### src/rtl/mc_cu_pkg.sv
// Shared definitions for the mc_cu control unit: FSM states, opcodes,
// PC-control and writeback encodings, and opcode-class decode constants.
package mc_cu_pkg;

  typedef enum logic [2:0] {
    ST_FETCH,
    ST_DECODE,
    ST_EXEC,
    ST_MEMW,
    ST_INTR,
    ST_HALT
  } state_t;

  typedef enum logic [6:0] {
    OP_LD   = 7'b0010000,
    OP_ST   = 7'b0100000,
    OP_BRZ  = 7'b1100000,
    OP_BRN  = 7'b1100001,
    OP_JMP  = 7'b1110000,
    OP_HALT = 7'b1111111
  } opcode_t;

  localparam logic [1:0] PS_HOLD = 2'b00;
  localparam logic [1:0] PS_INC  = 2'b01;
  localparam logic [1:0] PS_OFF  = 2'b10;
  localparam logic [1:0] PS_LOAD = 2'b11;

  localparam logic [1:0] MD_FU  = 2'b00;
  localparam logic [1:0] MD_MEM = 2'b01;
  localparam logic [1:0] MD_IO  = 2'b10;
  localparam logic [1:0] MD_PC  = 2'b11;

  // Class prefixes matched against the top opcode bits
  localparam logic [2:0] CLS_ALU  = 3'b000;
  localparam logic [1:0] CLS_IMM  = 2'b10;
  localparam logic [2:0] CLS_IOLD = 3'b011;
  localparam logic [2:0] CLS_IOST = 3'b101;

endpackage

### src/rtl/mc_cu_dec.sv
// Combinational opcode-class decoder for the mc_cu control unit.
module mc_cu_dec
  import mc_cu_pkg::*;
(
  input  logic [6:0] opcode,
  output logic       alu,
  output logic       imm,
  output logic       ld,
  output logic       st,
  output logic       io,
  output logic       br,
  output logic       jmp,
  output logic       halt
);

  logic io_ld;
  logic io_st;

  always_comb begin
    io_ld = (opcode[6:4] == CLS_IOLD);
    io_st = (opcode[6:4] == CLS_IOST);
    alu   = (opcode[6:4] == CLS_ALU);
    // The IO-store prefix 101 sits inside the immediate range; IO store wins
    imm   = (opcode[6:5] == CLS_IMM) && !io_st;
    ld    = (opcode == OP_LD) || io_ld;
    st    = (opcode == OP_ST) || io_st;
    io    = io_ld || io_st;
    br    = (opcode == OP_BRZ) || (opcode == OP_BRN);
    jmp   = (opcode == OP_JMP);
    halt  = (opcode == OP_HALT);
  end

endmodule

### src/rtl/mc_cu.sv
// Multi-cycle CPU control unit: fetch/decode/execute sequencing with
// memory/IO wait states, interrupt entry and a reset-only halt state.
module mc_cu
  import mc_cu_pkg::*;
#(
  parameter int RAW = 3,
  localparam int IW = 7 + 3*RAW,
  parameter logic [IW-1:0] IRQ_VEC = '0
) (
  input  logic            clk,
  input  logic            rst,
  input  logic [IW-1:0]   ins_in,
  input  logic            z_in,
  input  logic            n_in,
  input  logic            mem_rdy,
  input  logic            irq,
  output logic            il_out,
  output logic            rw_out,
  output logic            mm_out,
  output logic            mb_out,
  output logic            wen_out,
  output logic            iom_out,
  output logic [1:0]      ps_out,
  output logic [3*RAW-1:0] rs_out,
  output logic [1:0]      md_out,
  output logic [3:0]      fs_out,
  output logic            mem_req,
  output logic            vec_sel,
  output logic            irq_ack,
  output logic            halted_out
);

  if ($bits(IRQ_VEC) != IW) begin : g_bad_irq_vec
    $error("IRQ_VEC must be IW bits wide");
  end

  logic [6:0]     opcode;
  logic [RAW-1:0] dr, sa, sb;
  logic [RAW-1:0] da, aa, ba;
  logic cls_alu, cls_imm, cls_ld, cls_st, cls_io, cls_br, cls_jmp, cls_halt;
  logic cls_mem;
  state_t state_reg;

  assign opcode = ins_in[IW-1 -: 7];
  assign dr     = ins_in[3*RAW-1 -: RAW];
  assign sa     = ins_in[2*RAW-1 -: RAW];
  assign sb     = ins_in[RAW-1:0];
  assign cls_mem = cls_ld || cls_st;
  assign rs_out  = {da, aa, ba};

  mc_cu_dec u_dec (
    .opcode (opcode),
    .alu    (cls_alu),
    .imm    (cls_imm),
    .ld     (cls_ld),
    .st     (cls_st),
    .io     (cls_io),
    .br     (cls_br),
    .jmp    (cls_jmp),
    .halt   (cls_halt)
  );

  always_ff @(posedge clk) begin
    if (rst) begin
      state_reg <= ST_FETCH;
    end else begin
      case (state_reg)
        ST_FETCH:  if (mem_rdy) state_reg <= ST_DECODE;
        ST_DECODE: state_reg <= ST_EXEC;
        ST_EXEC: begin
          if (cls_mem)       state_reg <= ST_MEMW;
          else if (cls_halt) state_reg <= ST_HALT;
          else if (irq)      state_reg <= ST_INTR;
          else               state_reg <= ST_FETCH;
        end
        ST_MEMW:   if (mem_rdy) state_reg <= irq ? ST_INTR : ST_FETCH;
        ST_INTR:   state_reg <= ST_FETCH;
        ST_HALT:   state_reg <= ST_HALT;
        default:   state_reg <= ST_FETCH;
      endcase
    end
  end

  always_comb begin
    il_out     = 1'b0;
    rw_out     = 1'b0;
    mm_out     = 1'b0;
    mb_out     = 1'b0;
    wen_out    = 1'b0;
    iom_out    = 1'b0;
    ps_out     = PS_HOLD;
    md_out     = MD_FU;
    fs_out     = 4'd0;
    mem_req    = 1'b0;
    vec_sel    = 1'b0;
    irq_ack    = 1'b0;
    halted_out = 1'b0;
    da         = '0;
    aa         = '0;
    ba         = '0;
    case (state_reg)
      ST_FETCH: begin
        mem_req = 1'b1;
        if (mem_rdy) begin
          il_out = 1'b1;
          ps_out = PS_INC;
        end
      end
      ST_EXEC, ST_MEMW: begin
        if (cls_mem) begin
          mem_req = 1'b1;
          mm_out  = 1'b1;
          iom_out = cls_io;
          md_out  = cls_io ? MD_IO : MD_MEM;
          wen_out = cls_st;
          // Load writeback only once the access completes
          rw_out  = cls_ld && (state_reg == ST_MEMW) && mem_rdy;
          da      = dr;
          aa      = sa;
          ba      = sb;
        end else if (state_reg == ST_EXEC) begin
          if (cls_alu || cls_imm) begin
            rw_out = 1'b1;
            mb_out = cls_imm;
            fs_out = opcode[3:0];
            da     = dr;
            aa     = sa;
            ba     = sb;
          end else if (cls_br) begin
            ps_out = ((opcode == OP_BRN) ? n_in : z_in) ? PS_OFF : PS_HOLD;
          end else if (cls_jmp) begin
            ps_out = PS_LOAD;
            aa     = sa;
          end
        end
      end
      ST_INTR: begin
        rw_out  = 1'b1;
        md_out  = MD_PC;
        da      = '1;
        ps_out  = PS_LOAD;
        vec_sel = 1'b1;
        irq_ack = 1'b1;
      end
      ST_HALT: halted_out = 1'b1;
      default: ;
    endcase
    // While reset is held the unit behaves as an idle FETCH
    if (rst) begin
      il_out     = 1'b0;
      rw_out     = 1'b0;
      mm_out     = 1'b0;
      mb_out     = 1'b0;
      wen_out    = 1'b0;
      iom_out    = 1'b0;
      ps_out     = PS_HOLD;
      md_out     = MD_FU;
      fs_out     = 4'd0;
      vec_sel    = 1'b0;
      irq_ack    = 1'b0;
      halted_out = 1'b0;
      da         = '0;
      aa         = '0;
      ba         = '0;
      mem_req    = 1'b1;
    end
  end

endmodule

### config.mk
export PLATFORM = sky130hd
export DESIGN_NAME = mc_cu
export DESIGN_NICKNAME = d
export VERILOG_FILES = /design/src/rtl/mc_cu_pkg.sv /design/src/rtl/mc_cu_dec.sv /design/src/rtl/mc_cu.sv
export SDC_FILE = /design/constraint.sdc
export NUM_CORES = 1
export LEC_CHECK = 0
export CORE_MARGIN = 2
export CORE_UTILIZATION = 38
export CTS_CLUSTER_DIAMETER = 30
export DETAILED_ROUTE_END_ITERATION = 8
export GPL_TIMING_DRIVEN = 0
export PLACE_DENSITY = 0.85
export REMOVE_ABC_BUFFERS = 1
export SLEW_MARGIN = 20
export SYNTH_ARGS = -nofsm -noshare
export SYNTH_HDL_FRONTEND = slang
export SYNTH_HIERARCHICAL = 1
export SYNTH_SLANG_ARGS = --single-unit
### constraint.sdc
create_clock -name clk -period 7.4 [get_ports clk]
set_input_delay 1.85 -clock clk [delete_from_list [all_inputs] [get_ports clk]]
set_output_delay 1.85 -clock clk [all_outputs]
set_load 0.01 [all_outputs]
; ---- After elaboration in Yosys (flattened, before gate mapping)
; Index checks and enable logic that the tools add are counted.
; W data, S select, Z words.
[totals]
reg_bits = 3
out_inout_bits = 27
elab_cells = 101
[op_classes]
reduce_logical = 14
eq_ne = 16
n_mux = 70
[op_table]
columns = cell, n
row1 = $mux W3, 21
row2 = $eq A7 B7 Y1 const B, 4
row3 = $mux W1, 28
row4 = $mux W2, 10
row5 = $mux W4, 5
row6 = $pmux W3 S5, 1
row7 = $eq A3 B2 Y1 const B, 3
row8 = $eq A3 B3 Y1 const B, 3
row9 = $eq A7 B5 Y1 const B, 1
row10 = $eq A7 B6 Y1 const B, 1
row11 = $logic_not A3 Y1, 2
row12 = $logic_or A1 B1 Y1, 6
row13 = $pmux W2 S3, 1
row14 = $pmux W3 S2, 1
row15 = $ne A2 B2 Y1 const B, 2
row16 = $pmux W1 S2, 2
row17 = $pmux W2 S2, 1
row18 = $eq A3 B1 Y1 const B, 1
row19 = $logic_and A1 B1 Y1, 3
row20 = $eq A2 B2 Y1 const B, 1
row21 = $reduce_and A2 Y1, 1
row22 = $reduce_or A2 Y1, 1
row23 = $logic_not A1 Y1, 1

; ---- Logic depth before layout (Yosys ltp)
; Gate-level depths: netlist of the first run.
[logic_depth]
depth_word = 9
mapped_depth = 6

; ---- By module
; The synthesis of the first run kept the hierarchy.
[by_module_without_submodules]
columns = mod, cells_per_inst, instances, area_per_inst_um2
row1 = mc_cu, 82, 1, 611.8
row2 = mc_cu_dec, 19, 1, 120.1

; ---- Worst setup path before layout of the first run
; No wires, ideal clock.
[synth_path]
kind = input to output
start = input ins_in[10]
end = output iom_out
t_required_ns = 5.550
cell_stages = 5
setup_slack_ns = 2.118
t_arrival_ns = 3.432
path_cell_list = or4_4 a21oi_1 nor2_1 nor2_2 and2_1
[synth_via]
elab_chain_len = 6
[synth_rtl]
columns = item, line
row1 = "start, declared", mc_cu.sv:12  ; input logic [IW-1:0] ins_in,
row2 = $eq A7 B5 Y1, mc_cu_dec.sv:25  ; ld = (opcode == OP_LD) || io_ld;
row3 = $logic_or A1 B1 Y1, mc_cu_dec.sv:25
row4 = via cls_ld, mc_cu.sv:40  ; logic cls_alu, cls_imm, cls_ld, cls_st, cls_io, cls_br, cls_jmp, cls_halt;
row5 = $logic_or A1 B1 Y1, mc_cu.sv:48  ; assign cls_mem = cls_ld || cls_st;
row6 = $mux W1, mc_cu.sv:110  ; if (cls_mem) begin
row7 = $mux W1, mc_cu.sv:101  ; case (state_reg)
row8 = $mux W1, mc_cu.sv:149  ; if (rst) begin
row9 = "end, declared", mc_cu.sv:22  ; output logic iom_out,
; The timed path passes the listed nets, and every way through them passes these cells.

; ---- Worst setup path in the final report of the first run
[layout_path]
start = input ins_in[10]
end = output rs_out[0]
[layout_via]
elab_chain_len = 6
[layout_rtl]
columns = item, line
row1 = $eq A7 B5 Y1, mc_cu_dec.sv:25
row2 = $logic_or A1 B1 Y1, mc_cu_dec.sv:25
row3 = via cls_ld, mc_cu.sv:40
row4 = $logic_or A1 B1 Y1, mc_cu.sv:48
row5 = $mux W3, mc_cu.sv:110
row6 = $mux W3, mc_cu.sv:101
row7 = $mux W3, mc_cu.sv:149
row8 = "end, declared", mc_cu.sv:24  ; output logic [3*RAW-1:0] rs_out,
; The timed path passes the listed nets, and every way through them passes these cells.

==> flow_summary.json, run 1 <==
{
  "clk_pin_slew_ns": 0.04,
  "maxCapViolCount": 0,
  "holdPathEnd": "state_reg[0]",
  "min_path_type": "flip-flop to flip-flop",
  "start_util": 0.415,
  "worst_pin_slew_ns": 0.564,
  "netlist.area_leader.share": 0.0821,
  "whs_ns": 0.658,
  "drt-total-wl_um": 2110,
  "dp_worst_setup_slack_ns": 0.936,
  "layout_common_cells": "clkdlybuf4s50_1, and2_1, inv_1",
  "crit_path_start_kind": "input pin",
  "power.density_nw_per_um2": 75.0,
  "pin_count": 49,
  "rrSetupSlack_ns": 5.94,
  "largest_reg_flops": 3,
  "fin_ws_ns": 0.940,
  "numCtsBuffers": 3,
  "syn_avg_cell_area_um2": 7.25,
  "diodes": 0,
  "antenna_found_initial": 0,
  "yosysTopAreaCell": "dfxtp_1",
  "cts_num_sinks": 3,
  "cts_root_buffer": "clkbuf_4",
  "die_w_um": 47.9,
  "worst_ep_required_time_ns": 5.55,
  "slowest_delay_ns": 0.59,
  "rows": 15,
  "worstHoldPathCells": 2,
  "r2r_cells": 3,
  "coreArea_um2": 1760,
  "slew_violations": 0,
  "syn_inst": 101,
  "nets": 169,
  "layout_commonest_cell": "clkdlybuf4s50_1",
  "maxClockFrequency_mhz": 155,
  "grt_overflow_total": 0,
  "setup_violations": 0,
  "crit_family": "buffers and inverters",
  "io_buffers": 48,
  "synth_area_um2": 732,
  "peakVddDrop_v": 0.0000592,
  "outcome": "finished, final reports clean",
  "gp_congestion": 0.792,
  "power_leakage_nw": 0.464,
  "end_kind": "primary output",
  "rsz0062_at_grt": "no",
  "cts_buffer_depth": 2,
  "reg2reg_to": "state_reg[2]",
  "tritoncts": "done",
  "grt_pass1_wl_um": 3520,
  "synth_top_cells_by_area": "dfxtp_1, and2_1, a21o_1",
  "path_cells": "clkdlybuf4s50_1 > or4_4 > a21oi_1 > nor2_1 > a21oi_4 > and2_1 > clkdlybuf4s50_1",
  "ys_ff_latch": 3,
  "cp_num_buf_inv": 2,
  "critPathSlowestCell": "or4_4",
  "die_area_um2": 2290,
  "drtIter0Drc": 16,
  "cts_resized": 0,
  "hold_viol_final": 0,
  "skew_ns": 0.00632,
  "ys_warn_count": 6,
  "via_per_inst": 5.32,
  "synth_cell_types": 49,
  "antenna_left": 0,
  "first_global_vias": 857,
  "clk_latency_ns": 0.24,
  "fin_crit_sh": 0.873,
  "syn_to_final_growth_pct": 67.9,
  "layout-drive-gt1-share": 0.0959,
  "synthFlopType": "dfxtp_1",
  "cp_data_arrival_time_ns": 4.61,
  "path_class": "input pin to primary output",
  "grt_util_all_layers": 0.207,
  "grt_max_degree": 18,
  "reg2reg_from": "state_reg[1]",
  "relSlewSlack": 0.623,
  "crit_path_frequent_cell": "clkdlybuf4s50_1",
  "postCtsSetupRepairBufs": 0,
  "hold_start": "state_reg[0]",
  "worstPathMaxFanout": 7,
  "layout_min_cycle_time_ns": 6.46,
  "dpl.hpwl_um": 1680,
  "drc": 0,
  "htreeDepth": 1,
  "vias": 910,
  "post_drt_wl_per_cell_um": 12.3,
  "setup_tns_ns": 0,
  "firstDrtPassIters": 4,
  "yosysSeqAreaShare": 0.0821,
  "die_h_um": 47.9,
  "synth_edf_count": 0,
  "cts_hold_buf": 0,
  "synth-async-reset-ratio": 0
}
metal layers:
metal  share of wire  GRT usage
met4               0          0
met1            0.46      0.279
met5               0          0
met2            0.45      0.333
met3           0.084     0.0792
kinds of logic (layout without fill, tap and decap cells):
kind of cell / count (synthesis) / in the layout / share of synthesized area
AO/OA/AOI/OAI: 30 / 30 / 0.309
buffers and inverters: 15 / 60 / 0.0974
XOR/XNOR: 1 / 1 / 0.0120
AND/OR/NAND/NOR: 52 / 52 / 0.499
flip-flops: 3 / 3 / 0.0821
synth_stat cells, types with 2 or more instances:
library cell,number
o21ai_0,2
inv_1,8
a211oi_1,4
or2_2,2
nand2_1,2
nor2b_1,2
a21o_1,6
nand4b_1,2
or3b_1,2
a21oi_1,3
o21ai_1,3
and2_1,9
o21bai_1,2
buf_2,3
clkbuf_1,2
nand2b_1,4
nand4bb_1,2
dfxtp_1,3
nor2_1,7
and3_1,2
nor3b_1,2
nor3_1,2
worst max path at each step:
stage	startpoint	endpoint	slack, ns	cells past startpoint
final	ins_in[10]	rs_out[0]	0.94	7
after global routing	ins_in[10]	rs_out[0]	0.77	7
after CTS	ins_in[10]	rs_out[0]	0.93	7
after detailed placement	ins_in[10]	rs_out[0]	0.94	7
after floorplan	ins_in[10]	iom_out	2.12	5
after global placement	ins_in[10]	rs_out[1]	0.97	7
power by group:
part           switching, mW  internal, mW  leakage [nW]
Combinational         0.0180        0.0238         0.424
Sequential           0.00345        0.0173        0.0246
Clock                0.00920        0.0203        0.0150
Total                 0.0307        0.0614         0.464
layout make-up:
cell class,count,area (µm²)
flip-flops and latches,3,60.1
clock buffers,4,26.3
inverters,8,30.0
well taps,25,31.3
repair buffers,48,480
fillers,172,536
multi-input cells,83,601
tightest hold or removal path, delay by kind of cell, from the launching register on:
kind	cells	cell delay, ns
compound gates	2	0.20
flops	1	0.41
metrics by stage:
| stage | instance area (µm²) | power [mW] | utilization | cells |
|---|---|---|---|---|
| final | 1230 | 0.0921 | 0.696 | 171 |
| after global routing | 1230 | 0.0991 | 0.696 | 171 |
| after CTS | 1230 | 0.0931 | 0.696 | 171 |
| after detailed placement | 1200 | 0.0626 | 0.682 | 167 |
| after global placement | 1200 | 0.0621 | 0.682 | 167 |
| after floorplan | 691 | 0.0392 | - | 94 |
Note: power is estimated with default switching activity, not from simulation.
==> run 2: changes to the inputs <==
--- a/config.mk
+++ b/config.mk
@@ -6,11 +6,11 @@
 export NUM_CORES = 1
 export LEC_CHECK = 0
 export CORE_MARGIN = 2
-export CORE_UTILIZATION = 38
+export CORE_UTILIZATION = 50
 export CTS_CLUSTER_DIAMETER = 30
 export DETAILED_ROUTE_END_ITERATION = 8
+export DONT_BUFFER_PORTS = 1
 export GPL_TIMING_DRIVEN = 0
-export PLACE_DENSITY = 0.85
 export REMOVE_ABC_BUFFERS = 1
 export SLEW_MARGIN = 20
 export SYNTH_ARGS = -nofsm -noshare
==> flow_summary.json, run 2 (synthesis gave the netlist of run 1 again) <==
{
  "cts_resized": 0,
  "fin_crit_sh": 0.739,
  "worstPathMaxFanout": 7,
  "crit_path_start_kind": "input pin",
  "power_leakage_nw": 0.289,
  "path_class": "input pin to primary output",
  "peakVddDrop_v": 0.0000565,
  "cts_num_sinks": 3,
  "slew_violations": 0,
  "numCtsBuffers": 3,
  "rows": 13,
  "path_cells": "or4_4 > a21oi_1 > nor2_1 > nor2_2 > and2_1",
  "firstDrtPassIters": 4,
  "drtIter0Drc": 6,
  "skew_ns": 0.00336,
  "first_global_vias": 644,
  "postCtsSetupRepairBufs": 0,
  "rsz0062_at_grt": "no",
  "setup_violations": 0,
  "cp_num_buf_inv": 0,
  "min_path_type": "flip-flop to flip-flop",
  "crit_family": "simple AND/OR/NAND/NOR gates",
  "via_per_inst": 6.32,
  "die_area_um2": 1790,
  "tritoncts": "done",
  "cts_hold_buf": 0,
  "clk_latency_ns": 0.23,
  "largest_reg_flops": 3,
  "cp_data_arrival_time_ns": 3.62,
  "antenna_found_initial": 0,
  "nets": 121,
  "syn_to_final_growth_pct": 0.513,
  "nFillCells": 139,
  "maxClockFrequency_mhz": 183,
  "drc": 0,
  "maxCapViolCount": 0,
  "drt-total-wl_um": 1700,
  "dpl.hpwl_um": 1290,
  "htreeDepth": 1,
  "setup_tns_ns": 0,
  "io_buffers": 0,
  "vias": 714,
  "diodes": 0,
  "post_drt_wl_per_cell_um": 15.0,
  "whs_ns": 0.668,
  "slowest_delay_ns": 0.54,
  "critPathSlowestCell": "or4_4",
  "relSlewSlack": 0.559,
  "layout_common_cells": "and2_1, inv_1, nor2_1",
  "antenna_left": 0,
  "grt_max_degree": 18,
  "coreArea_um2": 1330,
  "layout_commonest_cell": "and2_1",
  "power.density_nw_per_um2": 97.0,
  "grt_util_all_layers": 0.193,
  "start_util": 0.549,
  "end_kind": "primary output",
  "gp_congestion": 0.753,
  "worst_pin_slew_ns": 0.658,
  "post-route-util": 0.552,
  "clk_pin_slew_ns": 0.03,
  "grt_overflow_total": 0,
  "pin_count": 49,
  "die_w_um": 42.3,
  "cts_root_buffer": "clkbuf_4",
  "outcome": "finished, final reports clean",
  "grt_pass1_wl_um": 2710,
  "layout-drive-gt1-share": 0.143,
  "layout_min_cycle_time_ns": 5.47,
  "worst_ep_required_time_ns": 5.55,
  "cts_buffer_depth": 2,
  "die_h_um": 42.3,
  "hold_viol_final": 0
}
## run 2: changes by cell type in the layout (fill, tap and decap cells not counted)
cell	previous run	this run
clkdlybuf4s50_1	48	0
## run 2: final timing paths
kind / startpoint / endpoint / slack, ns / cells after the start
worst max register to register: state_reg[1] / state_reg[2] / 5.93 / 3
worst max-delay path: ins_in[10] / iom_out / 1.93 / 5
worst min register to register: state_reg[0] / state_reg[0] / 0.67 / 2
worst min-delay path: state_reg[0] / state_reg[0] / 0.67 / 2
## run 2: per-layer routing
metal  GRT usage  part of all wire  vias up
met2       0.302              0.43       32
met3      0.0733             0.075        0
met4      0.0375                 0        0
li1            -                 -      366
met1       0.251              0.50      316
met5           0                 0        -
## run 2: layout make-up
| class | instances | area, µm² | share of cell area |
|---|---|---|---|
| clock buffer | 4 | 26.3 | 0.0357 |
| inverter | 8 | 30.0 | 0.0408 |
| multi-input combinational | 83 | 601 | 0.816 |
| sequential | 3 | 60.1 | 0.0816 |
| tap | 15 | 18.8 | 0.0255 |
## run 2: metrics by stage
step	instance area (µm²)	instances	total power, mW	worst slack, ns
2_1_floorplan	691	94	0.0392	2.12
3_3_place_gp	709	109	0.0426	1.96
3_5_place_dp	709	109	0.0429	1.93
4_1_cts	736	113	0.0730	1.92
5_1_grt	736	113	0.0783	1.77
6_report	736	113	0.0714	1.93
## run 2: tightest hold or removal path, delay by kind of cell (launching register included)
family | cells | cell delay, ns
DFF | 1 | 0.42
AOI/OAI and AO/OA | 2 | 0.20
## run 2: where the power goes
part / switching (mW) / internal, mW
combinational: 0.0118 / 0.00988
clock: 0.00852 / 0.0202
sequential: 0.00359 / 0.0173
==> variant, RTL diff (config.mk and constraints of run 2) <==
Register the input `irq` before use, cleared by the reset. The logic sees it one clock later. The other inputs are not delayed to match.
--- a/src/rtl/mc_cu.sv
+++ b/src/rtl/mc_cu.sv
@@ -29,6 +29,16 @@
   output logic            irq_ack,
   output logic            halted_out
 );
+
+  logic irq_q;
+
+  always_ff @(posedge clk) begin
+    if (rst) begin
+      irq_q <= '0;
+    end else begin
+      irq_q <= irq;
+    end
+  end
 
   if ($bits(IRQ_VEC) != IW) begin : g_bad_irq_vec
     $error("IRQ_VEC must be IW bits wide");
@@ -70,10 +80,10 @@
         ST_EXEC: begin
           if (cls_mem)       state_reg <= ST_MEMW;
           else if (cls_halt) state_reg <= ST_HALT;
-          else if (irq)      state_reg <= ST_INTR;
+          else if (irq_q)      state_reg <= ST_INTR;
           else               state_reg <= ST_FETCH;
         end
-        ST_MEMW:   if (mem_rdy) state_reg <= irq ? ST_INTR : ST_FETCH;
+        ST_MEMW:   if (mem_rdy) state_reg <= irq_q ? ST_INTR : ST_FETCH;
         ST_INTR:   state_reg <= ST_FETCH;
         ST_HALT:   state_reg <= ST_HALT;
         default:   state_reg <= ST_FETCH;
Behaviour: not the same (a bounded check fails within 4 cycles, from zero or initial values and one cycle with rst high).
==> variant against run 2 <==
  * Worst setup slack improved by 200 ps
  * Area after synthesis grew 4.1%
  * Register-to-register slack got worse by 50 ps
  * Power increased by 2.7%
  * Clock skew fell by 1.1 ps
  * Sequential cell count grew 1
  * Final cell count up 1.8%
  * Design area grew 1.7%
  * Count of clock-buffer cells in the layout shrank 1
  * Hold slack lost 83 ps
  * Largest cell class unchanged
  * Utilization down 4.3 points
  * Wire length is 0.35% higher
==> variant: results (changes against run 2) <==
metric	value	unit	change
Root Driver	sky130_fd_sc_hd__clkbuf_4		unchanged
fraction of power spent switching nets	0.3122		was 0.3356
leakage component of the power	0.2960	nW	was 0.2886 nW
Crit path arrival time	3420	ps	was 3620 ps
routability cong.	0.7793		was 0.7528
main area contributors after synthesis	sky130_fd_sc_hd__dfxtp_1, sky130_fd_sc_hd__and2_1, sky130_fd_sc_hd__a211oi_1		was sky130_fd_sc_hd__dfxtp_1, sky130_fd_sc_hd__and2_1, sky130_fd_sc_hd__a21o_1
result of the run	completed		unchanged
layout cells sized above 1	0.1313		was 0.1429
power consumed by the clock network	0.0271	mW	was 0.0287 mW
worst setup slack after placement	2126	ps	was 1926 ps
crit-path max FO	8		was 7
metal1 wirelength	786	um	was 845 um
Cell variety after synth	46		was 49
list of most frequent post-synthesis cells	sky130_fd_sc_hd__and2_1, sky130_fd_sc_hd__nor2_1		was sky130_fd_sc_hd__and2_1, sky130_fd_sc_hd__inv_1, sky130_fd_sc_hd__nor2_1, sky130_fd_sc_hd__a21o_1
Worst-Skew Late Latency	230	ps	about the same
global-route met2 utilization	0.3091		was 0.3015
Final Power	0.07327	mW	was 0.07137 mW
routed length on met2	759	um	was 724 um
NumNets Final	123		was 121
top cell family by delay on the critical path	compound AO/OA/AOI/OAI gates		was simple AND/OR/NAND/NOR gates
ratio of routed vias to standard cells	6.609		was 6.319
Post-Syn Instances	105		was 101
PortBufs	0		unchanged
drt wl/cell	14.82	um	was 15.03 um
global routing met1 resource utilization	0.2558		was 0.2513
worst-case clock skew	2.222	ps	was 3.365 ps
slew at the pin closest to its max-slew limit	577.3	ps	was 657.8 ps
Tot GR Track Use	0.1920		was 0.1926
Max Root-Sink Buffers	2		unchanged
Max rail drop VDD	0.04617	mV	was 0.05654 mV
largest net degree at the start of global routing	16		was 18
WL final	1704	um	was 1698 um
placement-stage cell area	725.7	um^2	was 709.4 um^2
Final HPWL DP	1303	um	was 1287 um
via count of the first global-routing pass	627		was 644
[variant: worst min-delay path: stages (launching register included)]
cell and delay, ps:
sky130_fd_sc_hd__dfxtp_1 300, sky130_fd_sc_hd__o21ai_0 160, sky130_fd_sc_hd__a221oi_1 70
[variant: worst paths after layout]
path | slack, ps | from | endpoint | depth (start not counted)
setup / recovery | 2130 | ins_in[9] | md_out[0] | 4
hold / removal | 590 | irq_q | state_reg[2] | 2
setup reg to reg | 5880 | state_reg[1] | state_reg[2] | 3
hold reg to reg | 590 | irq_q | state_reg[2] | 2
[variant: final cells by class]
class,count,area (um^2)
multi-input combinational,87,606.8
sequential,4,80.08
fill,161,723.2
tap,16,20.02
inverter,5,18.77
clock buffer,3,22.52
[variant: cells by family (layout without fill, tap and decap cells)]
logic type	after synthesis	count (layout)	share of synthesized area
AOI/OAI and AO/OA	29	29	0.2940
xor gates and xnor gates	1	1	0.01150
buffers and inverters	14	8	0.09852
DFF	4	4	0.1051
and+or+nand+nor	57	57	0.4910
